`config.mk`:
```
export PLATFORM = sky130hd
export DESIGN_NAME = serial_subtractor
export DESIGN_NICKNAME = d
export VERILOG_FILES = /design/src/rtl/serial_subtractor.sv
export SDC_FILE = /design/constraint.sdc
export NUM_CORES = 1
export LEC_CHECK = 0
export BUFFER_PORTS_ARGS = -buffer_cell sky130_fd_sc_hd__buf_4
export CAP_MARGIN = 10
export CORE_UTILIZATION = 40
export DETAILED_ROUTE_END_ITERATION = 10
export PLACE_DENSITY_LB_ADDON = 0.12
export SYNTH_ARGS = -nofsm -noshare
export SYNTH_HDL_FRONTEND = slang
export SYNTH_SLANG_ARGS = --single-unit
```
`constraint.sdc`:
```
create_clock -name clk -period 1.3 [get_ports clk]
set_input_delay 0.13 -clock clk [delete_from_list [all_inputs] [get_ports clk]]
set_output_delay 0.13 -clock clk [all_outputs]
set_load 0.05 [all_outputs]
```
`src/rtl/serial_subtractor.sv`:
```
// serial_subtractor: bit-serial A - B, LSB first, one bit per clock through a
// single full-subtractor cell with a registered borrow.
// Optional feature macro: SERIAL_SUB_ABS_EN (magnitude result plus sign bit).
module serial_subtractor #(
  parameter int WIDTH = 4
) (
  input  logic       clk,
  input  logic       rst_n,
  input  logic [7:0] ui_in,
  output logic [7:0] uo_out,
  input  logic [7:0] uio_in,
  output logic [7:0] uio_out,
  output logic [7:0] uio_oe,
  input  logic       ena
);

  typedef enum logic [1:0] {
    IDLE  = 2'd0,
    SHIFT = 2'd1,
    DONE  = 2'd2
  } state_t;

  state_t           state;
  state_t           state_nxt;
  logic             start_q;
  logic             launch;
  logic             borrow;
  logic             borrow_nxt;
  logic             diff_bit;
  logic             last_step;
  logic             borrow_out_r;
  logic             sign;
  logic [1:0]       cnt;
  logic [WIDTH-1:0] a_sr;
  logic [WIDTH-1:0] b_sr;
  logic [WIDTH-1:0] diff_sr;
  logic [WIDTH-1:0] final_diff;
  logic [WIDTH-1:0] result;
  logic [3:0]       diff_ext;
  logic             unused_ok;

  // A launch is a rising edge of start; holding start high does not relaunch.
  assign launch     = uio_in[0] & ~start_q;
  assign diff_bit   = a_sr[0] ^ b_sr[0] ^ borrow;
  assign borrow_nxt = (~a_sr[0] & b_sr[0]) | (~(a_sr[0] ^ b_sr[0]) & borrow);
  assign final_diff = {diff_bit, diff_sr[WIDTH-1:1]};
  assign last_step  = (state == SHIFT) && (cnt == 2'(WIDTH - 1));

  // State register.
  always_ff @(posedge clk or negedge rst_n) begin
    if (!rst_n) begin
      state <= IDLE;
    end else begin
      state <= state_nxt;
    end
  end

  // Next-state logic: launches are only honoured outside SHIFT.
  always_comb begin
    state_nxt = state;
    case (state)
      IDLE, DONE: if (launch) state_nxt = SHIFT;
      SHIFT:      if (last_step) state_nxt = DONE;
      default:    state_nxt = IDLE;
    endcase
  end

  // Operand load, serial subtract steps and result capture on entry to DONE.
  always_ff @(posedge clk or negedge rst_n) begin
    if (!rst_n) begin
      start_q      <= 1'b0;
      cnt          <= 2'd0;
      borrow       <= 1'b0;
      a_sr         <= '0;
      b_sr         <= '0;
      diff_sr      <= '0;
      result       <= '0;
      borrow_out_r <= 1'b0;
    end else begin
      start_q <= uio_in[0];
      if ((state != SHIFT) && launch) begin
        a_sr   <= ui_in[WIDTH-1:0];
        b_sr   <= ui_in[4 +: WIDTH];
        borrow <= 1'b0;
        cnt    <= 2'd0;
      end else if (state == SHIFT) begin
        diff_sr <= final_diff;
        a_sr    <= a_sr >> 1;
        b_sr    <= b_sr >> 1;
        borrow  <= borrow_nxt;
        cnt     <= cnt + 2'd1;
        if (last_step) begin
          borrow_out_r <= borrow_nxt;
`ifdef SERIAL_SUB_ABS_EN
          result <= borrow_nxt ? -final_diff : final_diff;
`else
          result <= final_diff;
`endif
        end
      end
    end
  end

`ifdef SERIAL_SUB_ABS_EN
  // Sign flag follows the final borrow and only changes on entry to DONE.
  always_ff @(posedge clk or negedge rst_n) begin
    if (!rst_n) begin
      sign <= 1'b0;
    end else if (last_step) begin
      sign <= borrow_nxt;
    end
  end
`else
  assign sign = 1'b0;
`endif

  // Zero-extend the result so difference bits above WIDTH read 0.
  always_comb begin
    diff_ext             = '0;
    diff_ext[WIDTH-1:0]  = result;
  end

  assign uo_out    = {sign, (state == SHIFT), (state == DONE), borrow_out_r, diff_ext};
  assign uio_out   = 8'h00;
  assign uio_oe    = 8'h00;
  assign unused_ok = &{1'b0, ena, uio_in[7:1], ui_in};

endmodule
```
==> metrics, run 1 <==
status=complete, no violations; first-pass GRT wire length=2570 um; final slew viol count=0; WL/cell=11.2 um; Initial DRT Pass Iterations=4; crit path time final=1.30 ns; mapped cell area=1110 um2; R2R Path Start=borrow$_DFFE_PN0P_; Die W=54.7 um; HP Class=in2reg; Worst-path clk slew=about 0.12 ns; Leak=0.705 nW; largest cells by area after synthesis=dfrtp_1, buf_4, mux2i_1; Critical Path Fanout Max=2; R2R depth=3; Crit path required time=roughly 1.5 ns; Worst Hold Path EP=a_sr[3]$_DFFE_PN0P_; largest net degree at the start of global routing=23; reg-to-reg slack, setup=0.004 ns; PortBufs=17; r2r endpoint=diff_ext[3]$_DFFE_PN0P_; root buffer cell=clkbuf_4; total grt overflow=0; commonest cells in the netlist=dfrtp_1, nand2_1, buf_4; IR drop worst, VDD=1.55 mV; Max Clock Skew=between 0.002 and 0.003 ns; Post-Route WL=1710 um; synthesis-stage register bit count=22; ant diodes=0; delay-heaviest family, CP=adder cells; DP Worst Slack=roughly 0.012 ns; Via density=4.41; H-tree depth=1; Synth cell types=20; initial antenna violation count=0; Post-DP HPWL=between 1000 and 1500 um; Sinks on Clock Net=22; crit share post-route=0.997; sequential power share=0.361; CTS tree=done; Via Count=675; syn_area_per_cell=10.9 um2; critical path, cell by cell=inv_2, fa_1, mux2_4; pwr dens=2450 nW/um2; prevailing post-synth register cell=dfrtp_1; Crit-path slowest cell=fa_1; drt drc=0; Max Fclk=0.772 GHz; Yosys top cell by area=dfrtp_1; die area=roughly 3000 um2; max cap viols=0; Internal=0.00180 W; switching power=0.00135 W; Buffers & Inverters on Critical Path=1; count leader, synth=dfrtp_1; routability cong.=0.707; post-detailed-route count of antenna-violating nets=0; Rows=18; WP depth=3; hold path depth=3; P&R area growth vs syn=15.6%; Initial Util=0.437; Synth Warn #=0; vias in the first global route=589; Post-synth ARST share=1.00; Setup crit end kind=register; clock buffer depth=2; Seq/Total Area, Yosys=0.495; Tot GR Track Use=0.126; combinational power share=0.521; Mapped Cells=102; Die Height=54.7 um; Clock Latency Late Sink=about 0.3 ns; RSZ-0062 raised after global routing=true; IO Count=43; Clock Power Share=0.118; HP Start=ui_in[3]; min setup slack post-route=0.00432 ns; Switching Fraction=0.429; Crit Path Category=reg2reg; drt initial violations=15; CP startpoint kind=register; Core Area=2540 um2; total CTS buffers=3; Setup-failing EPs final=0; crit path DAT=roughly 1.5 ns; Fin Setup TNS=0 ns; Synth top area share=0.495; # nets final=~150; Hold Vio Cnt, Final=0; share of post-route cells with drive strength above 1=0.301; slowest stage delay, CP=0.50 ns; Post-synth EDFFs=0
area by class of cell:
cell class,instances,area (um2)
clock buffers,4,36.3
fillers,244,1260
inverters,3,23.8
multi-input cells,70,433
flip-flops and latches,22,551
well taps,30,37.5
repair buffers,24,205
worst register-to-register path, stage by stage (launching register included):
cell and delay [ns]:
dfrtp_1 0.38, inv_2 0.04, fa_1 0.50, mux2_4 0.28
registers in the layout, indices dropped and copies added, names as in the netlist:
signal and flops:
b_sr 4, borrow_out_r 1, state 2, diff_ext 4
start_q 1, cnt 2, borrow 1, diff_sr 3
a_sr 4
how the worst max path moves through the flow:
stage | start | endpoint
2_1_floorplan | a_sr[0]$_DFFE_PN0P_ | diff_ext[3]$_DFFE_PN0P_
3_3_place_gp | cnt[0]$_DFFE_PN0P_ | diff_ext[1]$_DFFE_PN0P_
3_5_place_dp | cnt[0]$_DFFE_PN0P_ | diff_ext[2]$_DFFE_PN0P_
4_1_cts | state[0]$_DFFE_PN0P_ | uo_out[5]
5_1_grt | state[0]$_DFFE_PN0P_ | uo_out[5]
6_report | borrow$_DFFE_PN0P_ | diff_ext[3]$_DFFE_PN0P_
power groups by stage:
stage / logic (W) / clock network, W / registers, W
after floorplan: 0.00104 / 0 / 0.00131
after global placement: 0.00139 / 0 / 0.00114
after detailed placement: 0.00140 / 0 / 0.00115
after CTS: 0.00151 / 0.000395 / 0.00114
after global routing: 0.00181 / 0.000423 / 0.00118
final: 0.00164 / 0.000374 / 0.00114
layer usage:
layer | up-vias | routed length, um | GRT usage
met4 | 0 | 8 | 0.0769
met1 | 319 | 828 | 0.160
met5 | - | 0 | 0
li1 | 333 | - | -
met3 | 2 | 80 | 0.0250
met2 | 21 | 794 | 0.193
per-stage QoR:
stage / power (W) / instances / hold slack, ns / util / cell area [um2]
finish: 0.00316 / 153 / 0.0599 / 0.505 / 1290
global route: 0.00342 / 153 / 0.0584 / 0.505 / 1290
CTS: 0.00305 / 150 / 0.0531 / 0.491 / 1250
detailed placement: 0.00255 / 143 / 0.0397 / 0.455 / 1160
global placement: 0.00252 / 143 / 0.0378 / 0.455 / 1160
floorplan: 0.00234 / 118 / -0.166 / - / 1170
placed cells by master (no fill, tap or decap), drive strengths merged, types with 2 or more instances in the layout:
cell / count
dfrtp: 22
buf: 22
nand2: 20
conb: 17
o21ai: 9
mux2i: 8
mux2: 4
clkbuf: 4
nand3: 3
nand2b: 2
nor2: 2
dlygate4sd3: 2
inv: 2
kinds of logic after synthesis:
family | Yosys count | share of synthesized area
mux | 12 | 0.112
other cells | 1 | 0.00337
simple gates | 29 | 0.124
buf+inv | 26 | 0.190
flops | 22 | 0.495
compound gates | 10 | 0.0461
fa+ha+maj | 2 | 0.0292
repair_timing:
item,4_1_cts,5_1_grt
setup endpoints to repair,6,4
setup buffers,1,3
gates cloned,0,0
pin swaps,0,1
endpoints found under the hold margin,23,0
hold buffers,2,0
resized for setup,5,5
Note: power is estimated with default switching activity, not from simulation.
==> inputs of run 2 (changes only) <==
Settings changed: CORE_UTILIZATION 40 to 36, REMOVE_ABC_BUFFERS set to 1.
==> run 2 against run 1 <==
Net effect:
- the run now ends with design-rule violations left
- flip-flop and latch count unchanged
- non-clock buffer count up 6
- highest routed layer unchanged
- critical endpoint unchanged
- combinational power up 8%
==> metrics, run 2 (synthesis results as in run 1) <==
Via Count=710 (was 675); HP Class=in2reg (unchanged); die area=3320 um2 (was 3000 um2); R2R depth=2 (was 3); drt drc=3 (was 0); commonest non-fill, non-tap cells in the layout=buf_4, dfrtp_1, nand2_1 (was dfrtp_1, nand2_1, buf_4); RSZ-0062 raised after global routing=true (unchanged); Critical Path Fanout Max=2 (unchanged); Core Area=2850 um2 (was 2540 um2); Hold Vio Cnt, Final=0 (unchanged); failing checks=design-rule violations; crit path time final=1.28 ns (was 1.30 ns); commonest non-fill, non-tap cell in the layout=buf_4 (was dfrtp_1); reg-to-reg slack, setup=0.02 ns (was 0.004 ns); initial antenna violation count=0 (unchanged); Worst-path clk slew=0.11 ns (was 0.12 ns); Rows=19 (was 18); Die Height=57.6 um (was 54.7 um); Crit Path Category=reg2reg (unchanged); Initial Util=0.390 (was 0.437); total grt overflow=0 (unchanged); total CTS buffers=3 (unchanged); hold path depth=3 (unchanged); max cap viols=0 (unchanged); WL/cell=10.9 um (was 11.2 um); overall power=0.00321 W (was 0.00316 W); crit share post-route=0.985 (was 0.997); Via density=4.47 (was 4.41); Setup-failing EPs final=0 (unchanged); drt initial violations=24 (was 15); vias in the first global route=634 (was 589); Tot GR Track Use=0.109 (was 0.126); IO Count=43 (unchanged); Max Clock Skew=0.00485 ns (was 0.00275 ns); Die W=57.6 um (was 54.7 um); root buffer cell=clkbuf_4 (unchanged); CTS tree=done (unchanged); crit path DAT=1.47 ns (was 1.49 ns); final slew viol count=0 (unchanged); status=complete, but fails checks (was complete, no violations); Clock Latency Late Sink=0.29 ns (was 0.30 ns); cell area after layout=1310 um2 (was 1290 um2); routability cong.=0.666 (was 0.707); placed inst area=1160 um2 (about the same); post-detailed-route count of antenna-violating nets=0 (unchanged); IR drop worst, VDD=1.35 mV (was 1.55 mV); P&R area growth vs syn=17.7% (was 15.6%); clock buffer depth=2 (unchanged); ant diodes=0 (unchanged); # nets final=151 (was 145); Initial DRT Pass Iterations=7 (was 4); Fin Setup TNS=0 ns (unchanged); final core occ=0.459 (was 0.505); Post-DP HPWL=1070 um (was 1170 um); CP startpoint kind=register (unchanged); Leak=0.722 nW (was 0.705 nW); PortBufs=17 (unchanged); pwr dens=2450 nW/um2 (about the same); Setup crit end kind=register (unchanged); Post-Route WL=1730 um (was 1710 um); H-tree depth=1 (unchanged); share of post-route cells with drive strength above 1=0.320 (was 0.301); first-pass GRT wire length=2720 um (was 2570 um); Max Fclk=0.781 GHz (was 0.772 GHz); largest net degree at the start of global routing=23 (unchanged); Crit path required time=1.49 ns (was 1.50 ns); Sinks on Clock Net=22 (unchanged)
## run 2: cell types whose count changed in the layout (fill, tap and decap cells not counted)
cell	previous run	this run
mux2_4	1	0
inv_2	1	0
dfrtp_1	22	21
buf_12	1	0
buf_4	20	26
ha_2	1	0
mux2_2	3	4
inv_1	1	2
clkbuf_8	1	0
dfrtp_2	0	1
buf_8	1	2
ha_1	0	1
## run 2: timing repair
action,4_1_cts,5_1_grt
hold buffers,2,0
endpoints found under the setup margin,1,6
pin swaps,0,1
setup buffers,1,9
gates resized for setup,5,3
hold endpoints to repair,23,0
cloned,0,0
## run 2: final cells by class
| class | instances | area (um2) |
|---|---|---|
| clock buffers | 3 | 22.5 |
| fillers | 281 | 1540 |
| inverters | 3 | 23.8 |
| multi-input cells | 70 | 427 |
| flip-flops and latches | 22 | 552 |
| well taps | 31 | 38.8 |
| repair buffers | 30 | 245 |
## run 2: final timing paths
kind / from / end
worst max-delay path: a_sr[0]$_DFFE_PN0P_ / diff_ext[3]$_DFFE_PN0P_
worst min-delay path: ui_in[3] / a_sr[3]$_DFFE_PN0P_
worst max register to register: a_sr[0]$_DFFE_PN0P_ / diff_ext[3]$_DFFE_PN0P_
worst min register to register: diff_sr[1]$_DFFE_PN0P_ / diff_sr[1]$_DFFE_PN0P_
max in group asynchronous: rst_n / state[0]$_DFFE_PN0P_
min in group asynchronous: rst_n / diff_ext[0]$_DFFE_PN0P_
## run 2: routing by layer
metal  part of all wire  vias up  global-route usage
li1                   -      349                   -
met1               0.45      336               0.139
met2               0.50       23               0.178
met3              0.041        2              0.0408
met4             0.0075        0              0.0209
met5                  0        -                   0
## run 2: critical path: stages, from the launching register on
cell,delay (ns)
dfrtp_1,0.42
fa_1,0.49
mux2_2,0.27
## run 2: per-stage QoR
step / std cells / setup slack, ns / hold slack, ns
3_3_place_gp: 144 / 0.0221 / 0.0351
2_1_floorplan: 95 / 0.0607 / -0.166
5_1_grt: 159 / -0.0213 / 0.0868
3_5_place_dp: 144 / 0.0212 / 0.0354
4_1_cts: 150 / 0.00359 / 0.0595
6_report: 159 / 0.0197 / 0.0720
## run 2: where the power goes
part           switching, W  internal [W]  total [W]
logic               0.00102      0.000754    0.00177
registers          0.000167      0.000975    0.00114
clock network      0.000184      0.000108   0.000292
==> inputs of run 3 (changes only) <==
Settings changed: MAX_ROUTING_LAYER set to met4.
==> run 3 against run 2 <==
Net effect:
- the run still ends with design-rule violations left
- cell count unchanged
- power decreased by 0.37%
- worst hold slack about the same
- sequential power about the same
- clock-buffer cell count unchanged
- clock power about the same
- register-to-register slack about the same
- flip-flop and latch count unchanged
- critical path type unchanged
==> metrics, run 3 (synthesis results as in run 1) <==
combinational power share=0.553 (about the same); Post-Route WL=1710 um (was 1730 um); switching power=0.00136 W (was 0.00137 W); Via density=4.43 (was 4.47); IO Count=43 (unchanged); WL/cell=10.8 um (was 10.9 um); clock buffer depth=2 (unchanged); final core occ=0.459 (unchanged); delay-heaviest family, CP=adder cells (unchanged); commonest non-fill, non-tap cells in the layout=buf_4, dfrtp_1, nand2_1 (unchanged); vias in the first global route=634 (unchanged); Initial DRT Pass Iterations=7 (unchanged); CTS tree=done (unchanged); max cap viols=0 (unchanged); critical path, cell by cell=fa_1, mux2_2 (unchanged); Setup-failing EPs final=0 (unchanged); Initial Util=0.390 (unchanged); Internal=0.00184 W (about the same); IR drop worst, VDD=1.34 mV (was 1.35 mV); Switching Fraction=0.425 (was 0.427); Die Height=57.6 um (unchanged); Buffers & Inverters on Critical Path=0 (unchanged); overall power=0.00320 W (was 0.00321 W); crit path time final=1.28 ns (about the same); Crit path required time=1.49 ns (about the same); PortBufs=17 (unchanged); Core Area=2850 um2 (unchanged); Placed Cells incl. Taps=144 (unchanged); Crit-path slowest cell=fa_1 (unchanged); sequential power share=0.357 (was 0.356); drt initial violations=23 (was 24); Final Non-Filler Cells=159 (unchanged); crit path DAT=1.47 ns (about the same); Clock Latency Late Sink=0.29 ns (about the same); Leak=0.722 nW (unchanged); Via Count=704 (was 710); Die W=57.6 um (unchanged); crit share post-route=0.986 (was 0.985); CP startpoint kind=register (unchanged); Hold Vio Cnt, Final=0 (unchanged); RSZ-0062 raised after global routing=true (unchanged); slowest stage delay, CP=0.49 ns (about the same); Clock Power Share=0.091 (about the same); Tot GR Track Use=0.112 (was 0.109); initial antenna violation count=0 (unchanged); Crit Path Category=reg2reg (unchanged); Sinks on Clock Net=22 (unchanged); Fin Setup TNS=0 ns (unchanged); pwr dens=2440 nW/um2 (was 2450 nW/um2); total grt overflow=0 (unchanged); total CTS buffers=3 (unchanged); routability cong.=0.672 (was 0.666); Setup crit end kind=register (unchanged); root buffer cell=clkbuf_4 (unchanged); Max Fclk=0.780 GHz (was 0.781 GHz); largest net degree at the start of global routing=23 (unchanged); post-detailed-route count of antenna-violating nets=0 (unchanged); final slew viol count=0 (unchanged); status=complete, but fails checks (unchanged); # nets final=151 (unchanged); failing checks=design-rule violations (unchanged); Max Clock Skew=0.00286 ns (was 0.00485 ns); Post-DP HPWL=1070 um (unchanged); Worst-path clk slew=0.11 ns (about the same); FILL cells=281 (unchanged); H-tree depth=1 (unchanged); P&R area growth vs syn=17.7% (unchanged); die area=3320 um2 (unchanged); share of post-route cells with drive strength above 1=0.320 (unchanged); Critical Path Fanout Max=2 (unchanged); first-pass GRT wire length=2720 um (unchanged); drt drc=3 (unchanged); commonest non-fill, non-tap cell in the layout=buf_4 (unchanged); Rows=19 (unchanged); HP Class=in2reg (unchanged); ant diodes=0 (unchanged)
-- run 3: cell counts in the layout (fill, tap and decap cells not counted) --
Identical to the previous run, type by type.
-- run 3: path summary, 6_finish.rpt --
| path | from | endpoint | slack [ns] | cells past startpoint |
|---|---|---|---|---|
| worst min register to register | diff_sr[1]$_DFFE_PN0P_ | diff_sr[1]$_DFFE_PN0P_ | 0.48 | 2 |
| worst max-delay path | a_sr[0]$_DFFE_PN0P_ | diff_ext[3]$_DFFE_PN0P_ | 0.02 | 2 |
| max in group asynchronous | rst_n | state[0]$_DFFE_PN0P_ | 0.82 | 2 |
| min in group asynchronous | rst_n | diff_ext[0]$_DFFE_PN0P_ | 0.25 | 2 |
| worst max register to register | a_sr[0]$_DFFE_PN0P_ | diff_ext[3]$_DFFE_PN0P_ | 0.02 | 2 |
| worst min-delay path | ui_in[3] | a_sr[3]$_DFFE_PN0P_ | 0.07 | 3 |
-- run 3: power groups by stage --
| stage | clock network [W] | registers, W | logic [W] |
|---|---|---|---|
| floorplan | 0 | 0.00136 | 0.000793 |
| global placement | 0 | 0.00114 | 0.00137 |
| finish | 0.000290 | 0.00114 | 0.00177 |
| detailed placement | 0 | 0.00115 | 0.00139 |
| global route | 0.000332 | 0.00118 | 0.00192 |
| CTS | 0.000309 | 0.00114 | 0.00147 |
-- run 3: worst min-delay path, cell delays in order --
cell and delay [ns]:
buf_4 0.07, mux2i_1 0.05, nor2_1 0.08
-- run 3: cell type report --
class / count / area, um2 / area share
flip-flops and latches: 22 / 552 / 0.422
multi-input cells: 70 / 427 / 0.326
repair buffers: 30 / 245 / 0.187
clock buffers: 3 / 22.5 / 0.0172
inverters: 3 / 23.8 / 0.0182
well taps: 31 / 38.8 / 0.0296
-- run 3: through the flow --
step / hold slack [ns] / instance area, um2 / worst slack, ns
after global routing: 0.0868 / 1310 / -0.0213
final: 0.0718 / 1310 / 0.0181
after CTS: 0.0595 / 1220 / 0.00359
after detailed placement: 0.0354 / 1160 / 0.0212
after global placement: 0.0351 / 1160 / 0.0221
after floorplan: -0.166 / 985 / 0.0607
-- run 3: per-layer routing --
layer	track usage	vias up	wire length [um]
li1	-	350	-
met1	0.139	327	804
met2	0.178	25	824
met3	0.0408	2	72
met4	0.0209	0	13
met5	-	-	0
-- run 3: repair_timing --
item,4_1_cts,5_1_grt
gates cloned,0,0
hold buffers,2,0
setup buffers,1,9
gates resized for setup,5,3
hold endpoints to repair,23,0
pin swaps,0,1
setup endpoints to repair,1,6
